## config.mk

```make
export PLATFORM = sky130hd
export DESIGN_NAME = note_scheduler_flat
export DESIGN_NICKNAME = d
export VERILOG_FILES = /design/src/rtl/note_scheduler_if.sv /design/src/rtl/note_scheduler.sv /design/src/flat_wrapper.sv
export SDC_FILE = /design/constraint.sdc
export NUM_CORES = 1
export LEC_CHECK = 0
export ABC_AREA = 1
export BUFFER_PORTS_ARGS = -buffer_cell sky130_fd_sc_hd__buf_2
export CORE_MARGIN = 2
export CORE_UTILIZATION = 33
export CTS_CLUSTER_DIAMETER = 40
export DETAILED_ROUTE_END_ITERATION = 10
export HOLD_SLACK_MARGIN = 0.1
export MAX_ROUTING_LAYER = met4
export PLACE_DENSITY = 0.61
export REMOVE_ABC_BUFFERS = 1
export SETUP_SLACK_MARGIN = 0.5
export SKIP_CTS_REPAIR_TIMING = 1
export SYNTH_ARGS = -nofsm -noshare
export SYNTH_HDL_FRONTEND = slang
export SYNTH_SLANG_ARGS = --single-unit
```

## constraint.sdc

```tcl
create_clock -name clk -period 2 [get_ports clk]
set_input_delay 0.2 -clock clk [delete_from_list [all_inputs] [get_ports clk]]
set_output_delay 0.2 -clock clk [all_outputs]
set_load 0.03 [all_outputs]
```

## src/rtl/note_scheduler_if.sv

```systemverilog
// Note request/acknowledge handshake and tone-generator drive bundle.
// The master side requests notes; the slave side is the scheduler.
interface note_scheduler_if;
    logic       lead_req;
    logic [6:0] lead_hp;
    logic       bass_req;
    logic [6:0] bass_hp;
    logic       lead_ack;
    logic       bass_ack;
    logic [6:0] synth_hp;
    logic       synth_active;
    logic       synth_clk;
    logic [6:0] slot_idx;

    modport master (
        output lead_req, lead_hp, bass_req, bass_hp,
        input  lead_ack, bass_ack, synth_hp, synth_active,
        input  synth_clk, slot_idx
    );

    modport slave (
        input  lead_req, lead_hp, bass_req, bass_hp,
        output lead_ack, bass_ack, synth_hp, synth_active,
        output synth_clk, slot_idx
    );
endinterface

```

## src/rtl/note_scheduler.sv

```systemverilog
// Slot-based note scheduler: arbitrates lead/bass note requests at
// slot boundaries and gates the tone generator for part of each slot.
module note_scheduler #(
    parameter int PRESCALE_BITS = 18,
    parameter int SYNTH_BIT     = 10,
    parameter int SLOT_LEN      = 20,
    parameter int GATE_LEN      = 10
) (
    input  logic clk,
    input  logic rst_n,
    input  logic silence,
    note_scheduler_if.slave bus
);
    localparam int SW = (SLOT_LEN > 1) ? $clog2(SLOT_LEN) : 1;
    localparam logic [SW-1:0] SLOT_LAST = SW'(SLOT_LEN - 1);
    localparam logic [SW-1:0] GATE_LAST = SW'(GATE_LEN - 1);

    typedef enum logic [1:0] {IDLE, GATE, TAIL, REST} state_t;

    logic [PRESCALE_BITS-1:0] prescaler;
    logic                     msb_q;
    logic [SW-1:0]            sub_ctr;
    logic [6:0]               slot_idx;
    logic                     last_lead;
    state_t                   state;
    logic [6:0]               synth_hp;
    logic                     lead_ack;
    logic                     bass_ack;

    logic msb;
    logic tick;
    logic boundary;
    logic grant_lead;
    logic grant_bass;

    assign msb = prescaler[PRESCALE_BITS-1];
    // msb_q holds while silenced, so a rising MSB caught by silence
    // still produces its tick once silence is released.
    assign tick = msb & ~msb_q & ~silence;
    assign boundary = tick && (sub_ctr == SLOT_LAST);

    // Round-robin: on a tie the side that did not win last goes next.
    assign grant_lead = bus.lead_req & (~bus.bass_req | ~last_lead);
    assign grant_bass = bus.bass_req & (~bus.lead_req | last_lead);

    // Free-running prescaler and MSB edge detector, frozen by silence.
    always_ff @(posedge clk) begin
        if (!rst_n) begin
            prescaler <= '0;
            msb_q     <= 1'b0;
        end else if (!silence) begin
            prescaler <= prescaler + 1'b1;
            msb_q     <= msb;
        end
    end

    // Position within the slot and the slot timestamp.
    always_ff @(posedge clk) begin
        if (!rst_n) begin
            sub_ctr  <= '0;
            slot_idx <= '0;
        end else if (tick) begin
            if (sub_ctr == SLOT_LAST) begin
                sub_ctr  <= '0;
                slot_idx <= slot_idx + 7'd1;
            end else begin
                sub_ctr <= sub_ctr + SW'(1);
            end
        end
    end

    // Note FSM with registered acks and half-period.
    always_ff @(posedge clk) begin
        if (!rst_n) begin
            state     <= IDLE;
            synth_hp  <= '0;
            lead_ack  <= 1'b0;
            bass_ack  <= 1'b0;
            last_lead <= 1'b0;
        end else begin
            lead_ack <= 1'b0;
            bass_ack <= 1'b0;
            if (boundary) begin
                if (grant_lead) begin
                    lead_ack  <= 1'b1;
                    synth_hp  <= bus.lead_hp;
                    last_lead <= 1'b1;
                    state     <= GATE;
                end else if (grant_bass) begin
                    bass_ack  <= 1'b1;
                    synth_hp  <= bus.bass_hp;
                    last_lead <= 1'b0;
                    state     <= GATE;
                end else begin
                    state <= REST;
                end
            end else if (tick && state == GATE && sub_ctr == GATE_LAST) begin
                state <= TAIL;
            end
        end
    end

    assign bus.lead_ack     = lead_ack;
    assign bus.bass_ack     = bass_ack;
    assign bus.synth_hp     = synth_hp;
    assign bus.synth_active = (state == GATE) & ~silence;
    assign bus.synth_clk    = prescaler[SYNTH_BIT];
    assign bus.slot_idx     = slot_idx;
endmodule

```

## src/flat_wrapper.sv

```systemverilog
// flat-port wrapper written by rule: the top's interface ports become plain ports
module note_scheduler_flat 
#(
    parameter int PRESCALE_BITS = 18,
    parameter int SYNTH_BIT     = 10,
    parameter int SLOT_LEN      = 20,
    parameter int GATE_LEN      = 10
)
  (clk, rst_n, silence, bus_lead_req, bus_lead_hp, bus_bass_req, bus_bass_hp, bus_lead_ack, bus_bass_ack, bus_synth_hp, bus_synth_active, bus_synth_clk, bus_slot_idx);
  note_scheduler_if bus_i ();
  input  logic clk;
  input  logic rst_n;
  input  logic silence;
  input wire logic [$bits(bus_i.lead_req)-1:0] bus_lead_req;
  input wire logic [$bits(bus_i.lead_hp)-1:0] bus_lead_hp;
  input wire logic [$bits(bus_i.bass_req)-1:0] bus_bass_req;
  input wire logic [$bits(bus_i.bass_hp)-1:0] bus_bass_hp;
  output wire logic [$bits(bus_i.lead_ack)-1:0] bus_lead_ack;
  output wire logic [$bits(bus_i.bass_ack)-1:0] bus_bass_ack;
  output wire logic [$bits(bus_i.synth_hp)-1:0] bus_synth_hp;
  output wire logic [$bits(bus_i.synth_active)-1:0] bus_synth_active;
  output wire logic [$bits(bus_i.synth_clk)-1:0] bus_synth_clk;
  output wire logic [$bits(bus_i.slot_idx)-1:0] bus_slot_idx;
  assign bus_i.lead_req = bus_lead_req;
  assign bus_i.lead_hp = bus_lead_hp;
  assign bus_i.bass_req = bus_bass_req;
  assign bus_i.bass_hp = bus_bass_hp;
  assign bus_lead_ack = bus_i.lead_ack;
  assign bus_bass_ack = bus_i.bass_ack;
  assign bus_synth_hp = bus_i.synth_hp;
  assign bus_synth_active = bus_i.synth_active;
  assign bus_synth_clk = bus_i.synth_clk;
  assign bus_slot_idx = bus_i.slot_idx;
  note_scheduler #(.PRESCALE_BITS(PRESCALE_BITS), .SYNTH_BIT(SYNTH_BIT), .SLOT_LEN(SLOT_LEN), .GATE_LEN(GATE_LEN)) u_core (.clk(clk), .rst_n(rst_n), .silence(silence), .bus(bus_i));
endmodule
```

**Word level (Yosys, flattened, before mapping)**

Cells that the tools add are included.

- Bits in registers: 43
- Output and inout bits: 18
- Logic and storage cells: 49

- Add/subtract/negate cells: 3
- Eq/ne operators: 3
- Mux-type cells: 11
- Bitwise logic cells: 14
- Reductions and logical operators: 9

Operator list:

| operator | number |
|---|---|
| $add 18x1->18 const B | 1 |
| $mux 7 | 2 |
| $mux 2 | 4 |
| $add 7x1->7 const B | 1 |
| $not 1->1 | 7 |
| $reduce_and 2->1 | 3 |
| $add 5x1->5 const B | 1 |
| $and 1x1->1 | 5 |
| $eq 5x4->1 const B | 1 |
| $eq 5x5->1 const B | 1 |
| $mux 5 | 1 |
| $mux 1 | 4 |
| $reduce_bool 2->1 | 2 |
| $logic_and 1x1->1 | 3 |
| $reduce_or 3->1 | 1 |
| $eq 2x1->1 const B | 1 |
| $or 1x1->1 | 2 |

**Logic depth before layout (Yosys ltp)**

- Depth in word-level cells: 7
- Depth in mapped cells: 10
- Gate-level depth less buffers: 9

**Worst setup path before layout**

No wires, ideal clock.

- Kind: register to register
- Start point: register u_core.slot_idx[0], in the netlist u_core.bus.slot_idx[0]
- End point: register u_core.slot_idx[6], in the netlist u_core.bus.slot_idx[6]
- Setup time: 0.116 ns
- Arrival: 1.248 ns
- Required time: 1.884 ns
- Setup slack: 0.636 ns
- Cell stages (with the launch flop): 7
- Buffers on the path: 0
- Clock period less this slack: 1.364 ns
- Path through: dfxtp_1 -> ha_1 -> nand2_1 -> nor3_1 -> nand3_1 -> nand2_1 -> nor2_1

- Cells in the longest elaborated chain, start to end: 1

Ends and longest elaborated chain:

| what | line | source |
|---|---|---|
| start, declared | note_scheduler.sv:23 | `logic [6:0] slot_idx;` |
| start signal, assigned | note_scheduler.sv:65 | `slot_idx <= slot_idx + 7'd1;` |
| $add 7x1->7 | note_scheduler.sv:65 |  |

No other way between the ends.
A chain may end at the register's enable or synchronous reset.

**Final worst setup path**

- Start point: register u_core.sub_ctr[0]
- End point: register u_core.sub_ctr[2]

- Cells in the longest elaborated chain, start to end: 2
- Elaborated cells between the ends (all ways): 3
- Those cells by class: add/sub: 1; eq/ne: 1; mux: 1

Ends and longest elaborated chain:

| what | line | source |
|---|---|---|
| start, declared | note_scheduler.sv:22 | `logic [SW-1:0] sub_ctr;` |
| start signal, assigned | note_scheduler.sv:67 | `sub_ctr <= sub_ctr + SW'(1);` |
| $add 5x1->5 / $eq 5x5->1 (equally long branches) | note_scheduler.sv:67, note_scheduler.sv:63 |  |
| $mux 5 * | note_scheduler.sv:63 | `if (sub_ctr == SLOT_LAST) begin` |

Mark *: on every way between the ends. The rest lies on a longest branch, timed or not.

==> flow_summary.ini <==
[cells_and_area]
fillerInstances = 664
stdcell_area_sq_um = 2550
drive_gt1_frac = 0.178
finalNetCount = 393
diodes = 0
final_cell_mix = nand2_1 (101), nor2_1 (62), dfxtp_1 (41)
syn2layout_area_growth_pct = 20.8
layout_commonest_cell = nand2_1

[floorplanning]
core.rowCount = 29
start_util = 0.337
die_w_um = 84.0
core_sq_um = 6280
die-height_um = 84.0
dieArea_sq_um = 7060
ios = 37

[yosys]
netlist.area_leader.share = 0.407
synth_top_family_by_area = simple AND/OR/NAND/NOR gates
synth_compound_area_frac = 0.0847
synth_area_leaders = dfxtp_1 (41%), nand2_1 (18%), nor2_1 (11%)
ys_ff_latch = 43
yosysUniqueCellTypes = 24
synthSimpleGateAreaFrac = 0.390
avgSynthCellArea_sq_um = 6.52
synthAdderAreaFrac = 0.0237
synth.cell_area_sq_um = 2110
synth_mux_area_frac = 0
yosysSeqAreaShare = 0.407
synth_xor_area_frac = 0.00414
synth_top_cell_by_area = dfxtp_1
netlist_instances = 324
ys_warn_count = 0

[global_routing]
grtUsageTotal = 0.132
grt_overflow = 0
grt_pass1_vias = 1698
antenna_found_initial = 0
grt_max_degree = 32
grt_pass1_wl_um = 7530

[placed_design]
io_buffer_count = 36
dp_hpwl_um = 3170
dpl_cell_area_sq_um = 2350
gp_congestion = 0.776

[detailed_routing]
drc_errors = 0
vias = 2061
first_pass_iters = 4
antenna_left = 0
vias_per_cell = 4.60
wire_per_inst_um = 10.4
drt_wl_total_um = 4670
dr.first_iter.drc_count = 66

[power]
power_frac_comb = 0.053
power_w = 0.00152
power_density_nw_per_um2 = 595
leakagePower_nw = 1.15
ir_worst_vdd_mv = 0.328
p_sw_frac = 0.251
p_sw_w = 0.000380
power_frac_clock = 0.379
p_seq_frac = 0.569
intPower_w = 0.00114

[setup_path]
crit_path_start_kind = register
cp_cell_sequence = ha_4, nand2_1, inv_2, nand2_4, nor2_4, buf_4, nor2_2, inv_1, nor3_1
critical-path-top-delay-family = simple AND/OR/NAND/NOR gates
required_ps = 2230
end_kind = register
max_stage_delay_ps = 350
worst-path-buf-inv = 3
crit_path_max_fanout = 5
slowest_stage = dfxtp_2
criticalPathCategory = reg -> reg
arrival_ps = 1640

[timing]
max_slew_margin = 0.764
tns_ps = 0
setup-violations-final = 0
rsz0062_at_grt = false
fmax_mhz = 712
slew_viol_final = 0
tightest_slew_ps = 354
period_needed_ps = 1410
fin_crit_sh = 0.703
hold_viol_final = 0
clock_skew_ps = 7.86

[outcome]
outcome = completed

[clocking]
cts_root_buf = clkbuf_8
clk_latency_ps = 300
clk_path_buf_depth = 2
cts-buffers-inserted = 5
cts_num_sinks = 43
cts_tree = built
cts.clk_slew.worst_paths_ps = 90
htree_num_levels = 2

[run]
maxCapViolations = 0

[min_path]
hold_class = in -> reg
-- state kept, by name (all words and copies together) (netlist names), 2 cells and up --
name and cells:
u_core.prescaler 18, u_core.bus.slot_idx 7, u_core.bus.synth_hp 7, u_core.sub_ctr 5, u_core.state 2
-- kinds of logic after synthesis --
group           count (synthesis)
buf+inv                        44
simple gates                  199
fa+ha+maj                       4
compound gates                 33
xor+xnor                        1
flops                          43
-- routing by layer --
metal  global-route usage  routed length (um)
met1                0.172                2340
met2                0.201                2060
met4               0.0396                  54
met5                    -                   0
met3               0.0356                 219
-- power by group through the flow --
stage / Combinational [W] / Sequential [W] / Clock [W]
floorplan: 0.0000365 / 0.000882 / 0
global placement: 0.0000762 / 0.000883 / 0
detailed placement: 0.0000768 / 0.000883 / 0
CTS: 0.0000770 / 0.000863 / 0.000598
global route: 0.0000916 / 0.000864 / 0.000636
finish: 0.0000798 / 0.000863 / 0.000575
-- final cells by class --
cell class / count / area, sq um / share of cell area
Multi-Input combinational cell: 239 / 1110 / 0.437
Clock inverter: 3 / 25.0 / 0.00980
Timing Repair Buffer: 44 / 240 / 0.0941
Sequential cell: 43 / 863 / 0.338
Inverter: 37 / 144 / 0.0564
Tap cell: 77 / 96.3 / 0.0377
Clock buffer: 5 / 68.8 / 0.0270
-- worst min-delay path: stages --
cell and delay, ps:
buf_2 150, nand2_1 80, nor2_1 40
-- final timing paths --
kind	slack [ps]	cells after the start	end	from
hold reg to reg	470	2	u_core.state[0]	u_core.state[0]
setup reg to reg	590	9	u_core.sub_ctr[2]	u_core.sub_ctr[0]
setup / recovery	590	9	u_core.sub_ctr[2]	u_core.sub_ctr[0]
hold / removal	200	3	u_core.bus.bass_ack	bus_bass_req
-- per-stage QoR --
stage	util	hold slack [ps]	worst slack, ps	std cells
after floorplan	-	289	611	317
after global placement	0.375	454	460	431
after detailed placement	0.375	460	399	431
after CTS	0.389	138	380	439
after global routing	0.407	229	503	448
final	0.407	200	595	448
-- cells in the mapped netlist --
master and n:
inv_1 36, o21ai_1 2, nor3_1 6, and3_1 1, nor3b_1 1, o21ai_2 1, o21bai_1 4, buf_6 2
nand2_2 1, dfxtp_1 43, xnor2_1 1, ha_1 4, buf_2 1, nor2_4 2, nand3b_4 1, nor2_1 63
nand2_1 102, a21oi_1 19, buf_4 1, o21ai_0 7, nand4_1 2, clkbuf_1 3, clkinv_4 1, nand3_1 20
(Power assumes the default switching activity.)
